==> src/rtl/gray_updown_counter_if.sv <==
// Control/status bundle for the Gray up/down counter.
// The master drives the count controls; the slave returns the registered count and flags.
interface gray_updown_counter_if #(
    parameter int N = 4
);
    logic         en;
    logic         up_dn;
    logic         load;
    logic [N-1:0] load_val;
    logic [N-1:0] out;
    logic [N-1:0] bin_out;
    logic         tc;
    logic         sat;

    modport master (
        output en, up_dn, load, load_val,
        input  out, bin_out, tc, sat
    );

    modport slave (
        input  en, up_dn, load, load_val,
        output out, bin_out, tc, sat
    );
endinterface

==> src/rtl/gray_updown_counter.sv <==
// N-bit up/down counter held in binary, presented as registered Gray and binary
// with terminal-count and saturation flags; wraps or saturates per SATURATE.
module gray_updown_counter #(
    parameter int N        = 4,
    parameter bit SATURATE = 1'b0
) (
    input  logic                    clk,
    input  logic                    rst,
    gray_updown_counter_if.slave    bus
);
    localparam logic [N-1:0] ZERO = '0;
    localparam logic [N-1:0] MAX  = '1;
    localparam logic [N-1:0] ONE  = {{(N-1){1'b0}}, 1'b1};

    logic [N-1:0] bin_q,  bin_d;
    logic [N-1:0] gray_q, gray_d;
    logic         tc_q,   tc_d;
    logic         sat_q,  sat_d;

    logic         at_max, at_min;
    logic         blocked;
    logic [N-1:0] load_bin;

    function automatic logic [N-1:0] gray2bin(input logic [N-1:0] g);
        logic [N-1:0] b;
        b[N-1] = g[N-1];
        for (int i = N - 2; i >= 0; i--) begin
            b[i] = b[i+1] ^ g[i];
        end
        return b;
    endfunction

    assign at_max   = (bin_q == MAX);
    assign at_min   = (bin_q == ZERO);
    assign load_bin = gray2bin(bus.load_val);

    // A step is blocked only in saturate mode when it would leave the range.
    assign blocked  = SATURATE && bus.en &&
                      ((bus.up_dn && at_max) || (!bus.up_dn && at_min));

    always_comb begin
        bin_d = bin_q;
        tc_d  = 1'b0;
        sat_d = 1'b0;
        if (bus.load) begin
            bin_d = load_bin;
        end else if (bus.en) begin
            if (blocked) begin
                sat_d = 1'b1;
            end else if (bus.up_dn) begin
                bin_d = bin_q + ONE;
                tc_d  = SATURATE ? (bin_q == MAX - ONE) : at_max;
            end else begin
                bin_d = bin_q - ONE;
                tc_d  = SATURATE ? (bin_q == ONE) : at_min;
            end
        end
    end

    // Gray is registered from the next binary value so both outputs change together.
    assign gray_d = bin_d ^ (bin_d >> 1);

    always_ff @(posedge clk or negedge rst) begin
        if (!rst) begin
            bin_q  <= '0;
            gray_q <= '0;
            tc_q   <= 1'b0;
            sat_q  <= 1'b0;
        end else begin
            bin_q  <= bin_d;
            gray_q <= gray_d;
            tc_q   <= tc_d;
            sat_q  <= sat_d;
        end
    end

    assign bus.out     = gray_q;
    assign bus.bin_out = bin_q;
    assign bus.tc      = tc_q;
    assign bus.sat     = sat_q;
endmodule

==> src/flat_wrapper.sv <==
// flat-port wrapper written by rule: the top's interface ports become plain ports
module gray_updown_counter_flat 
#(
    parameter int N        = 4,
    parameter bit SATURATE = 1'b0
)
  (clk, rst, bus_en, bus_up_dn, bus_load, bus_load_val, bus_out, bus_bin_out, bus_tc, bus_sat);
  gray_updown_counter_if #(.N(N)) bus_i ();
  input  logic clk;
  input  logic rst;
  input wire logic [$bits(bus_i.en)-1:0] bus_en;
  input wire logic [$bits(bus_i.up_dn)-1:0] bus_up_dn;
  input wire logic [$bits(bus_i.load)-1:0] bus_load;
  input wire logic [$bits(bus_i.load_val)-1:0] bus_load_val;
  output wire logic [$bits(bus_i.out)-1:0] bus_out;
  output wire logic [$bits(bus_i.bin_out)-1:0] bus_bin_out;
  output wire logic [$bits(bus_i.tc)-1:0] bus_tc;
  output wire logic [$bits(bus_i.sat)-1:0] bus_sat;
  assign bus_i.en = bus_en;
  assign bus_i.up_dn = bus_up_dn;
  assign bus_i.load = bus_load;
  assign bus_i.load_val = bus_load_val;
  assign bus_out = bus_i.out;
  assign bus_bin_out = bus_i.bin_out;
  assign bus_tc = bus_i.tc;
  assign bus_sat = bus_i.sat;
  gray_updown_counter #(.N(N), .SATURATE(SATURATE)) u_core (.clk(clk), .rst(rst), .bus(bus_i));
endmodule
==> config.mk <==
export PLATFORM = sky130hd
export DESIGN_NAME = gray_updown_counter_flat
export DESIGN_NICKNAME = d
export VERILOG_FILES = /design/src/rtl/gray_updown_counter_if.sv /design/src/rtl/gray_updown_counter.sv /design/src/flat_wrapper.sv
export SDC_FILE = /design/constraint.sdc
export NUM_CORES = 1
export LEC_CHECK = 0
export ABC_CLOCK_PERIOD_IN_PS = 2200
export BUFFER_PORTS_ARGS = -buffer_cell sky130_fd_sc_hd__buf_2
export CORE_AREA = 2 2 39 41
export DETAILED_ROUTE_END_ITERATION = 8
export DIE_AREA = 0 0 41 43
export PLACE_DENSITY_LB_ADDON = 0.08
export RECOVER_POWER = 25
export SYNTH_ARGS = -nofsm -noshare
export SYNTH_HDL_FRONTEND = slang
export SYNTH_SLANG_ARGS = --single-unit
==> constraint.sdc <==
create_clock -name clk -period 2.2 [get_ports clk]
set_input_delay 0.11 -clock clk [delete_from_list [all_inputs] [get_ports clk]]
set_output_delay 0.11 -clock clk [all_outputs]
set_load 0.005 [all_outputs]
==> metrics.txt, run 1 <==
hold crit path type=primary input to flop; largest net degree at the start of global routing=16; antenna viol nets, final=0; Die H=43 um; VDD IR max=between 200 and 300 uV; critical path type=flop to flop; total CTS buffers=3; Setup crit end kind=flop; top cells by area, synth=dfrtp_1 (35%), xor2_1 (6.2%), xnor2_1 (4.7%); flop and latch count out of synthesis=8; grt ovf=0; Worst EP required=2370 ps; DR iter-0 viols=5; Post-synth ARST share=100%; DRC=0; CTS clock-pin slew for the worst setup and hold paths=approximately 50 ps; GRT Util Overall=between 15 and 20%; vias after detailed routing=between 400 and 500; Worst R2R Path Depth=6; Post-Syn Area=roughly 560 sq um; FP Rows=14; worst hold stages=3; Fmax=0.544 GHz; power density over cell area=804 mW/mm^2; share of the synthesized area in the top cell type=35.5%; setup TNS=0 ps; crit path max fanout=7; First-pass DRT Iterations=3; H-tree Lvls=1; Via density=between 5 and 6; post-DR wirelength/cell=about 13 um; syn_nets=68; CTS sink count=8; Tot Pwr=0.000539 W; area leader, netlist=dfrtp_1; Data arrival, critical path=approximately 2000 ps; minimum period implied by the final worst setup slack=1840 ps; area delta synth->final=18.8%; RD Place Congestion=between 0.7 and 0.8; Leak=0.323 nW; post-cts resize count=0; CTS tree=yes; status=completed; RSZ-0062 raised after global routing=false; crit start category=flop; layout cell share with drive strength beyond 1=30.1%; final net count=between 80 and 90; count of different cell masters after synthesis=33; vias in the first global route=between 400 and 500; starting density of the core=between 40% and 50%; cell count after synthesis=between 50 and 60; max-slew violations=0; final setup vio count=0; port buffer count=17; number of flops mapped to enable cells by yosys=0; YS warnings=0; clock root buffer=clkbuf_4; Core Footprint=between 0.001 and 0.0015 sq mm; n_diodes=0; Synth top cells by count=dfrtp_1 (8), a21oi_1 (4), xor2_1 (4); final-report hold violation count=0; maxcap violations=0; Tcrit/Tclk final=83.5%; initial antenna violation count=0; Post-synth top flop=dfrtp_1; Worst Skew=about 2.1 ps; Ports=19; hold_ws=92.1 ps; dominant cell by count in the synthesized netlist=dfrtp_1; clk buf depth=2; Die ar.=0.00176 sq mm; insertion delay to the later sink of the worst-skew pair=between 200 and 300 ps; Seq/Total Area, Yosys=a little over a third; Die W=between 40 and 50 um; global-route wire length before repair=1.99 mm; final wirelength=roughly 1.1 mm; Avg Cell Area, Syn=slightly above 10 sq um
## metal layers
| layer | up-vias | track usage (%) | wire (um) |
|---|---|---|---|
| met5 | - | 0 | 0 |
| met4 | 0 | 12.0 | 19 |
| met3 | 2 | 1.57 | 49 |
| met2 | 14 | 25.0 | 549 |
| met1 | 216 | 21.7 | 530 |
| li1 | 228 | - | - |
## cell usage in the layout, fill, tap and decap left out, drive strengths merged
| master | count |
|---|---|
| buf | 16 |
| dfrtp | 8 |
| xor2 | 5 |
| a21oi | 4 |
| clkbuf | 4 |
| inv | 3 |
| xnor2 | 3 |
| nor2 | 3 |
| nand2 | 2 |
| nor3b | 2 |
| ha | 2 |
| o21ai | 2 |
| mux2i | 1 |
| and2b | 1 |
| nor2b | 1 |
| nor3 | 1 |
| nor4bb | 1 |
| nand3 | 1 |
| a2bb2oi | 1 |
| a21o | 1 |
| or4b | 1 |
| nand3b | 1 |
| a221oi | 1 |
| a22o | 1 |
| or3 | 1 |
| and3 | 1 |
| or4 | 1 |
| a31oi | 1 |
| fa | 1 |
| conb | 1 |
| dlygate4sd3 | 1 |
## where the power goes
part | internal [W] | switching [W]
clock | 0.0000623 | 0.0000483
sequential | 0.000183 | 0.0000320
combinational | 0.000108 | 0.000105
total | 0.000354 | 0.000185
## logic make-up after synthesis
family / after synthesis / share of synthesized area, %
and+or+nand+nor: 17 / 19.5
AOI/OAI and AO/OA: 11 / 13.5
xor gates and xnor gates: 8 / 13.7
DFF: 8 / 35.5
buffers and inverters: 7 / 7.32
adders and majority gates: 3 / 7.98
other: 1 / 0.665
muxes: 1 / 1.77
## per-stage QoR
step	cell area (sq um)	utilization, %	instances	setup WS [ps]
2_1_floorplan	564	-	56	491
3_3_place_gp	639	46.2	85	436
3_5_place_dp	639	46.2	85	371
4_1_cts	672	48.6	89	353
5_1_grt	671	48.5	89	183
6_report	671	48.5	89	362
## cell type report
class	instances	area, sq um
clock buffer	3	22.5
fill	144	713
inverter	3	11.3
tap	16	20.0
sequential	8	200
timing repair buffer	18	93.8
multi-input combinational	41	323
## state kept, by name (all words and copies together), names as in the netlist
signal / count
u_core.bus.out: 3
u_core.bus.tc: 1
u_core.bus.bin_out: 4
## what timing repair did
item / in CTS / in global routing
endpoints found under the setup margin: 0 / 0
hold buffers: 1 / 0
endpoints found under the hold margin: 8 / 0
buffers inserted: 0 / 0
## path summary, 6_finish.rpt
check,startpoint,to,slack (ps)
max,u_core.bus.bin_out[0],u_core.bus.out[1],360
min in group asynchronous,rst,u_core.bus.bin_out[1],310
max in group asynchronous,rst,u_core.bus.out[1],1580
min,bus_load_val[0],u_core.bus.out[0],90
min reg2reg,u_core.bus.bin_out[0],u_core.bus.bin_out[0],720
max reg2reg,u_core.bus.bin_out[0],u_core.bus.out[1],360
## worst max-delay path, stage by stage (launching register included)
cell and delay (ps):
dfrtp_1 460, inv_1 120, fa_1 440, xnor2_1 160, mux2i_1 80, o21ai_1 310, xor2_1 190
No activity file was read; power rests on OpenSTA's default activity.
==> run 2, diff against run 1 <==
ABC_AREA = 1   (was default)
ABC_CLOCK_PERIOD_IN_PS = 1500   (was 2200)
CORE_AREA = default   (was 2 2 39 41)
CORE_MARGIN = 2   (was default)
CORE_UTILIZATION = 42   (was default)
DIE_AREA = default   (was 0 0 41 43)
clock period = 1.5 ns   (was 2.2 ns; I/O delays follow)
==> metrics.txt, run 2 <==
GRT Util Overall=17.5% (was 16.9%); final-report hold violation count=0 (unchanged); Comb pwr share=42.0% (was 39.5%); clk buf depth=2 (unchanged); share of the synthesized area in the top cell type=35.2% (was 35.5%); global-route wire length before repair=1.88 mm (was 1.99 mm); CTS tree=yes (unchanged); Post-synth ARST share=100% (unchanged); Worst EP required=1640 ps (was 2370 ps); switching share of power=34.0% (was 34.3%); placed inst area=673 sq um (was 639 sq um); VDD IR max=449 uV (was 289 uV); RR Startpoint=u_core.bus.bin_out[0] (unchanged); post-DR wirelength/cell=11.1 um (was 12.9 um); count of different cell masters after synthesis=22 (was 33); Fmax=0.686 GHz (was 0.544 GHz); Setup crit end kind=flop (unchanged); initial antenna violation count=0 (unchanged); layout cell share with drive strength beyond 1=47.1% (was 30.1%); status=completed (unchanged); critical path type=flop to flop (unchanged); DRC=0 (unchanged); vias in the first global route=456 (was 469); area delta synth->final=36.7% (was 18.8%); flop and latch count out of synthesis=8 (unchanged); cell count after synthesis=78 (was 56); area leader, netlist=dfrtp_1 (unchanged); port buffer count=17 (unchanged); CTS clock-pin slew for the worst setup and hold paths=50 ps (about the same); power density over cell area=947 mW/mm^2 (was 804 mW/mm^2); RD Place Congestion=0.754 (was 0.726); Register Area=200 sq um (unchanged); Critical path buffers and inverters=2 (was 1); critical-path cell list=inv_2 > fa_2 > nand2_2 > o21ai_2 > o21ai_2 > inv_1 > nand2_1 > nand2_1 (was inv_1 > fa_1 > xnor2_1 > mux2i_1 > o21ai_1 > xor2_1); vias after detailed routing=567 (was 460); Crit path max-delay family=adder cells (was flip-flops); most frequent cells in the layout=nand2_1 (16), buf_2 (16), inv_1 (9), nand2_2 (9), dfrtp_1 (8) (was buf_2 (16), dfrtp_1 (8), xor2_1 (4), a21oi_1 (4)); Die H=40.8 um (was 43 um); crit start category=flop (unchanged); max incr delay on CP=440 ps (was 460 ps); fill cell count=138 (was 144); Data arrival, critical path=1600 ps (was 2010 ps); Int Power=0.000487 W (was 0.000354 W); maxcap violations=0 (unchanged); Slowest-stage cell, CP=fa_2 (was dfrtp_1); Clk pwr share=21.6% (was 20.5%); Avg Cell Area, Syn=7.30 sq um (was 10.1 sq um); YS warnings=0 (unchanged); max-slew violations=0 (unchanged); hold crit path type=primary input to flop (unchanged); DR iter-0 viols=2 (was 5); hold endpoint=u_core.bus.tc (was u_core.bus.out[0]); Reg2Reg Setup Slack=40 ps (was 360 ps); max reg flops=4 (unchanged); Synth top cells by count=nand2_1 (21), inv_1 (11), dfrtp_1 (8) (was dfrtp_1 (8), a21oi_1 (4), xor2_1 (4)); dominant cell by count in the synthesized netlist=nand2_1 (was dfrtp_1); syn_nets=90 (was 68); Tot Pwr=0.000737 W (was 0.000539 W); Post-Syn Area=569 sq um (was 564 sq um); grt ovf=0 (unchanged); Worst Skew=1.97 ps (was 2.14 ps); dpl cells=110 (was 85); antenna viol nets, final=0 (unchanged); hold_sp=bus_load (was bus_load_val[0]); fin area=778 sq um (was 671 sq um); insertion delay to the later sink of the worst-skew pair=250 ps (about the same); final net count=116 (was 87); final setup vio count=0 (unchanged); area of the multi-input gates=342 sq um (was 323 sq um); Core Footprint=0.00128 sq mm (was 0.00138 sq mm); worst hold stages=2 (was 3); First-pass DRT Iterations=4 (was 3); hpwl dp=approximately 970 um; Post-Layout Cell Count=117 (was 89); RSZ-0062 raised after global routing=true (was false); switching power=0.000251 W (was 0.000185 W); R2R Path End=u_core.bus.out[0] (was u_core.bus.out[1]); Worst R2R Path Depth=8 (was 6); total CTS buffers=3 (unchanged); crit path max fanout=4 (was 7); Die ar.=0.00167 sq mm (was 0.00176 sq mm); top cells by area, synth=dfrtp_1 (35%), nand2_1 (14%), inv_1 (7.3%) (was dfrtp_1 (35%), xor2_1 (6.2%), xnor2_1 (4.7%)); Leak=0.422 nW (was 0.323 nW); Ports=19 (unchanged); H-tree Lvls=1 (unchanged); Util after Layout=60.6% (was 48.5%); CTS sink count=8 (unchanged); FP Rows=13 (was 14); starting density of the core=44.3% (was 40.8%); largest net degree at the start of global routing=9 (was 16); Post-synth top flop=dfrtp_1 (unchanged); Die W=40.8 um (was 41 um); Tcrit/Tclk final=97.2% (was 83.5%); final wirelength=1.30 mm (was 1.15 mm); Via density=4.85 (was 5.17); number of flops mapped to enable cells by yosys=0 (unchanged); Seq/Total Area, Yosys=35.2% (was 35.5%); minimum period implied by the final worst setup slack=1460 ps (was 1840 ps); Seq pwr share=36.3% (was 40.0%); n_diodes=0 (unchanged); clock root buffer=clkbuf_4 (unchanged)
-- run 2: power by group through the flow --
stage / combinational [W] / clock [W] / sequential, W
CTS: 0.000255 / 0.000171 / 0.000266
detailed placement: 0.000251 / 0 / 0.000269
floorplan: 0.000144 / 0 / 0.000282
finish: 0.000310 / 0.000159 / 0.000268
global route: 0.000349 / 0.000179 / 0.000272
global placement: 0.000247 / 0 / 0.000268
-- run 2: routing by layer --
| layer | wire, um | track usage [%] |
|---|---|---|
| met5 | 0 | 0 |
| met2 | 695 | 32.0 |
| met4 | 0 | 0 |
| met3 | 49 | 8.15 |
| met1 | 557 | 19.1 |
-- run 2: cells by family (layout without fill, tap and decap cells) --
| group | Yosys count | in the layout | share of synthesized area [%] |
|---|---|---|---|
| simple gates | 40 | 40 | 32.5 |
| fa+ha+maj | 3 | 3 | 7.91 |
| flops | 8 | 8 | 35.2 |
| buf+inv | 17 | 41 | 13.2 |
| compound gates | 8 | 8 | 9.01 |
| xor+xnor | 1 | 1 | 1.54 |
| other cells | 1 | 1 | 0.659 |
-- run 2: final cells by class --
type                    instances  share of cell area [%]
multi-input cells              53                    43.9
flip-flops and latches          8                    25.7
repair buffers                 24                    18.3
inverters                      14                    6.75
clock buffers                   3                    2.89
well taps                      15                    2.41
-- run 2: what timing repair did --
item	CTS	global route
gates resized for setup	0	12
hold endpoints to repair	8	0
hold buffers	1	0
setup buffers	0	3
setup endpoints to repair	0	5
-- run 2: how the worst max path moves through the flow --
stage                                     start  depth (start not counted)  slack (ps)           endpoint
after floorplan           u_core.bus.bin_out[1]                          8          10  u_core.bus.out[0]
after global placement    u_core.bus.bin_out[1]                          8          40  u_core.bus.out[0]
after detailed placement  u_core.bus.bin_out[1]                          8          30  u_core.bus.out[0]
after CTS                 u_core.bus.bin_out[1]                          8          20  u_core.bus.out[0]
after global routing      u_core.bus.bin_out[1]                         11         -40  u_core.bus.out[2]
final                     u_core.bus.bin_out[0]                          8          40  u_core.bus.out[0]
-- run 2: stage by stage --
step	hold WS [ps]	setup TNS (ps)	worst slack (ps)
global placement	-76.6	0	41.3
floorplan	-221	0	10.1
finish	130	0	41.6
global route	133	-55.1	-35.2
detailed placement	-74.4	0	31.6
CTS	113	0	19.6
